[src/rtl/orientation_sched_pkg.sv]
// Shared types and constants for the SIFT orientation MUX scheduler.
// Holds the FSM state enum, histogram bin counts and the watchdog width helper.
package orientation_sched_pkg;

   typedef enum logic [1:0] {
      IDLE    = 2'd0,
      WAIT_LO = 2'd1,
      WAIT_HI = 2'd2
   } state_t;

   localparam int NUM_BINS      = 36;
   localparam int NUM_PAIR_BINS = 72;

   // Counter must be able to hold DONE_TIMEOUT itself.
   function automatic int wd_width(input int t);
      return $clog2(t + 1);
   endfunction

endpackage

[src/rtl/orientation_mux_scheduler_done_watchdog.sv]
// Watchdog for the peak-finder done handshake.
// Ports: iclk, ireset (async, active-low), i_clr (restart on issue),
//        i_en (count while waiting), o_expire (limit reached this cycle).
module done_watchdog
   import orientation_sched_pkg::*;
#(
   parameter int DONE_TIMEOUT = 255
) (
   input  logic iclk,
   input  logic ireset,
   input  logic i_clr,
   input  logic i_en,
   output logic o_expire
);

   localparam int CNT_W = wd_width(DONE_TIMEOUT);
   // The count is 0 in the first WAIT cycle, so the last WAIT cycle
   // of a full window holds DONE_TIMEOUT-1.
   localparam logic [CNT_W-1:0] LIMIT = CNT_W'(DONE_TIMEOUT - 1);

   logic [CNT_W-1:0] r_cnt;

   always_ff @(posedge iclk or negedge ireset) begin
      if (!ireset) begin
         r_cnt <= '0;
      end else if (i_clr) begin
         r_cnt <= '0;
      end else if (i_en) begin
         r_cnt <= r_cnt + 1'b1;
      end
   end

   assign o_expire = i_en && (r_cnt == LIMIT);

endmodule

[src/rtl/orientation_mux_scheduler.sv]
// Steers the 72->36 orientation MUX so each valid histogram half of a
// keypoint pair reaches the peak finder once, then acknowledges the pair.
// Ports: iclk, ireset (async, active-low); ipair_valid/ikp_mask/ikp_id0/
//        ikp_id1 from histogram accumulation; ipeak_done from peak finder;
//        oselect_MUX/omux_en/okp_id to the MUX; opair_ack upstream;
//        otimeout watchdog pulse; obusy when not IDLE. All registered.
module orientation_mux_scheduler
   import orientation_sched_pkg::*;
#(
   parameter int ID_W         = 16,
   parameter int DONE_TIMEOUT = 255
) (
   input  logic            iclk,
   input  logic            ireset,
   input  logic            ipair_valid,
   input  logic [1:0]      ikp_mask,
   input  logic [ID_W-1:0] ikp_id0,
   input  logic [ID_W-1:0] ikp_id1,
   input  logic            ipeak_done,
   output logic            oselect_MUX,
   output logic            omux_en,
   output logic [ID_W-1:0] okp_id,
   output logic            opair_ack,
   output logic            otimeout,
   output logic            obusy
);

   state_t          r_state;
   state_t          w_state_nxt;
   logic            r_hi_pend;
   logic [ID_W-1:0] r_id1;
   logic            r_sel;
   logic            r_mux_en;
   logic [ID_W-1:0] r_id;
   logic            r_ack;
   logic            r_timeout;

   logic            w_accept;
   logic            w_done;
   logic            w_expire;
   logic            w_adv;
   logic            w_issue;
   logic            w_sel_nxt;
   logic [ID_W-1:0] w_id_nxt;
   logic            w_ack_nxt;
   logic            w_to_nxt;
   logic            w_wait;

   // The ack cycle is never an accept cycle, even with valid still high.
   assign w_accept = (r_state == IDLE) && ipair_valid && !r_ack;
   // A done coinciding with the issue pulse belongs to the previous job.
   assign w_done   = ipeak_done && !r_mux_en;
   assign w_adv    = w_done || w_expire;
   assign w_wait   = (r_state != IDLE);

   done_watchdog #(
      .DONE_TIMEOUT(DONE_TIMEOUT)
   ) u_wd (
      .iclk     (iclk),
      .ireset   (ireset),
      .i_clr    (w_issue),
      .i_en     (w_wait),
      .o_expire (w_expire)
   );

   always_ff @(posedge iclk or negedge ireset) begin
      if (!ireset) begin
         r_state <= IDLE;
      end else begin
         r_state <= w_state_nxt;
      end
   end

   always_comb begin
      w_state_nxt = r_state;
      w_issue     = 1'b0;
      w_sel_nxt   = r_sel;
      w_id_nxt    = r_id;
      w_ack_nxt   = 1'b0;
      w_to_nxt    = 1'b0;
      unique case (r_state)
         IDLE: begin
            if (w_accept) begin
               if (ikp_mask[0]) begin
                  w_state_nxt = WAIT_LO;
                  w_issue     = 1'b1;
                  w_sel_nxt   = 1'b1;
                  w_id_nxt    = ikp_id0;
               end else if (ikp_mask[1]) begin
                  w_state_nxt = WAIT_HI;
                  w_issue     = 1'b1;
                  w_sel_nxt   = 1'b0;
                  w_id_nxt    = ikp_id1;
               end else begin
                  w_ack_nxt   = 1'b1;
               end
            end
         end
         WAIT_LO: begin
            if (w_adv) begin
               w_to_nxt = !w_done;
               if (r_hi_pend) begin
                  w_state_nxt = WAIT_HI;
                  w_issue     = 1'b1;
                  w_sel_nxt   = 1'b0;
                  w_id_nxt    = r_id1;
               end else begin
                  w_state_nxt = IDLE;
                  w_ack_nxt   = 1'b1;
               end
            end
         end
         WAIT_HI: begin
            if (w_adv) begin
               w_to_nxt    = !w_done;
               w_state_nxt = IDLE;
               w_ack_nxt   = 1'b1;
            end
         end
         default: begin
            w_state_nxt = IDLE;
         end
      endcase
   end

   always_ff @(posedge iclk or negedge ireset) begin
      if (!ireset) begin
         r_hi_pend <= 1'b0;
         r_id1     <= '0;
         r_sel     <= 1'b0;
         r_mux_en  <= 1'b0;
         r_id      <= '0;
         r_ack     <= 1'b0;
         r_timeout <= 1'b0;
      end else begin
         if (w_accept) begin
            r_hi_pend <= ikp_mask[1];
            r_id1     <= ikp_id1;
         end
         r_sel     <= w_sel_nxt;
         r_mux_en  <= w_issue;
         r_id      <= w_id_nxt;
         r_ack     <= w_ack_nxt;
         r_timeout <= w_to_nxt;
      end
   end

   assign oselect_MUX = r_sel;
   assign omux_en     = r_mux_en;
   assign okp_id      = r_id;
   assign opair_ack   = r_ack;
   assign otimeout    = r_timeout;
   assign obusy       = (r_state != IDLE);

endmodule

[config.mk]
export PLATFORM = sky130hd
export DESIGN_NAME = orientation_mux_scheduler
export DESIGN_NICKNAME = d
export VERILOG_FILES = /design/src/rtl/orientation_sched_pkg.sv /design/src/rtl/orientation_mux_scheduler_done_watchdog.sv /design/src/rtl/orientation_mux_scheduler.sv
export SDC_FILE = /design/constraint.sdc
export NUM_CORES = 1
export LEC_CHECK = 0
export CORE_UTILIZATION = 55
export DETAILED_ROUTE_END_ITERATION = 8
export DONT_BUFFER_PORTS = 1
export GPL_TIMING_DRIVEN = 0
export PLACE_DENSITY_LB_ADDON = 0.15
export SLEW_MARGIN = 10
export SYNTH_ARGS = -nofsm -noshare
export SYNTH_HDL_FRONTEND = slang
export SYNTH_SLANG_ARGS = --single-unit
[constraint.sdc]
create_clock -name iclk -period 2.47 [get_ports iclk]
set_clock_uncertainty 0.05 [all_clocks]
set_input_delay 0.741 -clock iclk [delete_from_list [all_inputs] [get_ports iclk]]
set_output_delay 0.741 -clock iclk [all_outputs]
set_load 0.02 [all_outputs]
# --- Word-level counts from Yosys, hierarchy flattened ---
# Cells that the tools add are included.
totals:
  reg_bits: 47
  wordCells: 69
op_classes:
  addsub: 1
  n_eq_ne: 8
  mux: 36
  n_reduce_logical: 15
ops:
  columns: ["op", "n"]
  rows:
  - ["two-way mux 16 bit", 5]
  - ["one-hot mux 16 bit (2 select lines)", 1]
  - ["two-way mux 1 bit", 18]
  - ["two-way mux 8 bit", 2]
  - ["two-way mux 2 bit", 6]
  - ["adder 8 x 1 -> 8 bit, second input constant", 1]
  - ["equality test 8 bit, second input constant", 1]
  - ["!= test 2 bit, second input constant", 4]
  - ["one-hot mux 2 bit (3 select lines)", 1]
  - ["nonzero test 2 bit", 3]
  - ["AND reduction 5 bit", 1]
  - ["logical AND 1 bit", 4]
  - ["one-hot mux 1 bit (2 select lines)", 2]
  - ["AND reduction 4 bit", 1]
  - ["zero test 1 bit", 3]
  - ["!= test 3 bit, second input constant", 1]
  - ["one-hot mux 1 bit (3 select lines)", 1]
  - ["equality test 2 x 1 -> 1 bit, second input constant", 1]
  - ["equality test 2 bit, second input constant", 1]
  - ["zero test 2 bit", 1]
  - ["OR reduction 2 bit", 1]
  - ["logical OR 1 bit", 1]

# --- Depth between registers and ports, before layout ---
logic_depth:
  word_depth: 6
  mapped_depth: 9

# --- Cells and area by module ---
# A second synthesis with hierarchy kept.
hier_totals:
  hier_cells: 202
  area_unflattened_um2: 2437.3
modules_own_cells:
  columns: ["module", "n_inst", "cells_per_inst", "area_per_inst_um2", "seq_area_each_um2"]
  rows:
  - ["orientation_mux_scheduler", 1, 161, 2025.7, 975.9]
  - ["done_watchdog", 1, 41, 411.6, 200.2]

# --- Least setup slack after synthesis ---
# No wires, ideal clock.
synth_path:
  path_kind: "input to register"
  from: "input port ikp_mask[0]"
  to: "register r_id[10], in the netlist okp_id[10]"
  setup_ns: 0.125
  arrival_ns: 1.826
  path_slack_ns: 0.469
  path_stages: 6
  cell_sequence: "buf_4 > nor2_1 > o21ai_2 > o211ai_4 > buf_6 > mux2_4"
synth_between:
  elab_chain_cells: 3
synth_rtl:
  columns: ["item", "line", "rtl"]
  rows:
  - ["from (decl)", "orientation_mux_scheduler.sv:16", "input logic [1:0] ikp_mask,"]
  - ["two-way mux 16 bit", "orientation_mux_scheduler.sv:84", "if (ikp_mask[0]) begin"]
  - ["two-way mux 16 bit", "orientation_mux_scheduler.sv:83", "if (w_accept) begin"]
  - ["one-hot mux 16 bit (2 select lines)", "orientation_mux_scheduler.sv:81", "unique case (r_state)"]
  - ["to (signal assigned)", "orientation_mux_scheduler.sv:142", "r_id <= w_id_nxt;"]
  - ["to (decl)", "orientation_mux_scheduler.sv:34", "logic [ID_W-1:0] r_id;"]
# Several ways; a longest one is shown, not always the timed one. The select of a mux whose other input is x is not followed.
# A chain may end at the register's enable or synchronous reset.

# --- Final worst setup path ---
layout_path:
  from: "register r_state[1]"
  to: "output port obusy"
layout_between:
  elab_chain_cells: 1
layout_rtl:
  columns: ["item", "line", "rtl"]
  rows:
  - ["from (decl)", "orientation_mux_scheduler.sv:28", "state_t r_state;"]
  - ["from (signal assigned)", "orientation_mux_scheduler.sv:70", "r_state <= w_state_nxt;"]
  - ["nonzero test 2 bit", "orientation_mux_scheduler.sv:153", "assign obusy = (r_state != IDLE);"]
  - ["to (decl)", "orientation_mux_scheduler.sv:25", "output logic obusy"]
# No other way between the ends.

==> results_dict.tcl <==
set metrics [dict create \
    status "finished, final reports clean" \
    power.sequential.fraction_pct 44.9 \
    antenna_cells_inserted 0 \
    drt-vias-per-instance 5.78 \
    drt.antenna.violating_nets 0 \
    postCtsResizedCells 0 \
    power_frac_comb_pct 38.1 \
    cts_num_sinks 47 \
    power_density_mw_per_mm2 1340 \
    commonest_non_fill_non_tap_cell_in_the_layout "sky130_fd_sc_hd__dfrtp_1" \
    route.final.wire_length_um 4570 \
    fp.dieW_um 68.1 \
    initialDrtViolationCount 40 \
    fin_tns_setup_ns 0 \
    relative_contribution_of_the_clock_network_to_total_power_pct 16.9 \
    final_setup_fails 0 \
    syn2layout_area_growth_pct 7.50 \
    grt_start_max_net_pins 48 \
    min_path_type "primary input to asynchronous set/reset pin" \
    num-nets-final 254 \
    power.switching_fraction_pct 37.3 \
    tritoncts "yes" \
    path_clk_slew_ns 0.09 \
    p_leak_nw 1.21 \
    maxCapViolations 0 \
    antenna_found_initial 0 \
    ff2ff_setup_slack_ns 0.38 \
    fin_crit_sh_pct 86.7 \
    finalWeightedCongestion 0.722 \
    sequential_share_of_the_synthesized_area_pct 48.9 \
    synth_top_area_cell "sky130_fd_sc_hd__dfrtp_1" \
    cts_max_path_buffers 2 \
    final_max_slew_viol_count 0 \
    unrepaired_setup_endpoints_after_global_routing "false" \
    core_region_area_mm2 0.00409 \
    number_of_port_buffers 0 \
    worst_setup_path_start_kind "flop" \
    insertion_delay_ns 0.30 \
    starting_utilization_of_the_core_area_pct 58.8 \
    drc 0 \
    postCtsHoldBufs 0 \
    max_slew_margin_pct 66.9 \
    placement_rows 23 \
    ys_seq_elements 47 \
    htree_num_levels 2 \
    detailroute.via_count 1509 \
    fin_cells 261 \
    cts.root.buffer_cell "sky130_fd_sc_hd__clkbuf_8" \
    worst_slew_pin_slew_ns 0.497 \
    worst-path-max-fanout 10 \
    dpl.hpwl_um 3300 \
    internal_power_mw 2.16 \
    final_hold_viol_count 0 \
    timing.critical_path.from "r_state[1]" \
    tritoncts.num_buffers 5 \
    worst-endpoint-required_ns 1.68 \
    most_area_consuming_cells_after_synthesis "sky130_fd_sc_hd__dfrtp_1 49%, sky130_fd_sc_hd__mux2_2 12%, sky130_fd_sc_hd__mux2i_1 7.1%, sky130_fd_sc_hd__mux2_4 5.6%, sky130_fd_sc_hd__o21ai_0 4.0%" \
    wire_length_of_the_first_global_routing_pass_um 7140 \
    globalRoute.totalOverflow 0 \
    global_route.usage.total_pct 21.7 \
    synth_top_area_share_pct 48.9 \
    total_switching_power_mw 1.29 \
    final_cell_mix "47 x sky130_fd_sc_hd__dfrtp_1, 25 x sky130_fd_sc_hd__mux2_2, 20 x sky130_fd_sc_hd__nand2_1" \
    timing.rr.start "r_state[0]" \
    routed_wirelength_normalized_by_instance_count_um 17.5 \
    vdd_drop_max_mv 0.690 \
    period_minus_slack_ns 2.14 \
    design.die.area_mm2 0.00464 \
    placed_cells 253 \
    postSynthNetCount 247 \
    critical_path.endpoint_type "output pin" \
    cp_class "flop to output pin" \
    drt_pass1_iterations 4 \
    max_freq_mhz 467 \
    final_layout_size_suffix_gt1_share_pct 27.0 \
    floorplan.die.height_um 68.1 \
    synth_cell_types 30 \
    synthesis.area_per_instance_um2 11.8 \
    postCtsSetupBuffers 0 \
    yosysWarnings 0 \
    syn_inst_count 203 \
    top_level_ports 59 \
    grt_pass1_vias 1483 \
    syn_area_mm2 0.00240 \
    post-route-util_pct 63.2 \
    worst_ep_arrival_time_ns 1.35 \
]
-- layer usage --
metal / routed length [µm] / global-route usage (%) / part of all wire [%]
met1: 2010 / 26.3 / 44
met2: 2250 / 35.7 / 49
met3: 245 / 7.67 / 5.4
met4: 61 / 7.03 / 1.3
met5: 0 / 0 / 0
-- through the flow --
step | total power [mW] | hold WS (ns) | instance area (µm²) | worst slack [ns]
2_1_floorplan | 2.61 | 0.395 | 2400 | 0.469
3_3_place_gp | 2.81 | 0.397 | 2470 | 0.272
3_5_place_dp | 2.89 | 0.396 | 2470 | 0.258
4_1_cts | 3.48 | 0.0608 | 2580 | 0.307
5_1_grt | 3.67 | 0.0529 | 2580 | 0.222
6_report | 3.45 | 0.0747 | 2580 | 0.328
-- state kept, by name (all words and copies together) (netlist names), 2 cells and up --
signal      flops
okp_id         16
r_id1          16
r_state         2
u_wd.r_cnt      8
-- synthesized netlist by cell type, drive strengths merged --
cell,number
dfrtp,47
mux2,34
o21ai,22
nand2,20
mux2i,17
nor2,15
buf,8
ha,6
inv,5
xnor2,4
clkbuf,3
nand2b,3
xor2,3
a21oi,2
nand3,2
nand3b,2
nand4,2
nor3,2
a22o,1
a31o,1
and2b,1
nand4b,1
nor2b,1
o211ai,1
-- critical path: stages, from the launching register on --
cell	delay [ns]
sky130_fd_sc_hd__dfrtp_1	0.40
sky130_fd_sc_hd__inv_1	0.08
sky130_fd_sc_hd__ha_1	0.19
sky130_fd_sc_hd__buf_6	0.14
sky130_fd_sc_hd__inv_1	0.24
-- area by class of cell --
class                      instances  area (µm²)
inverter                           5        18.8
clock buffer                       6        82.6
tap                               50        62.6
clock inverter                     2        35.0
sequential                        47        1180
fill                             332        1500
multi-input combinational        140        1140
buffer                            11        66.3
-- power by group through the flow --
stage	clock network (mW)	logic (mW)	registers (mW)
floorplan	0	1.12	1.49
global route	0.632	1.43	1.60
CTS	0.599	1.33	1.55
global placement	0	1.27	1.54
detailed placement	0	1.32	1.57
finish	0.585	1.32	1.55
-- final timing paths --
check	endpoint	depth (start not counted)
max	obusy	4
max in group asynchronous	r_id1[2]	0
min in group iclk	r_id1[5]	1
min	u_wd.r_cnt[3]	0
max reg2reg	okp_id[7]	8
min reg2reg	r_id1[5]	1
-- logic make-up after synthesis --
logic type / count (synthesis) / synth area share (%)
mux: 51 / 24.4
simple gates: 49 / 10.0
compound gates: 27 / 7.39
xor+xnor: 7 / 2.55
fa+ha+maj: 6 / 3.12
buf+inv: 16 / 3.54
flops: 47 / 48.9
(Power assumes the default switching activity.)
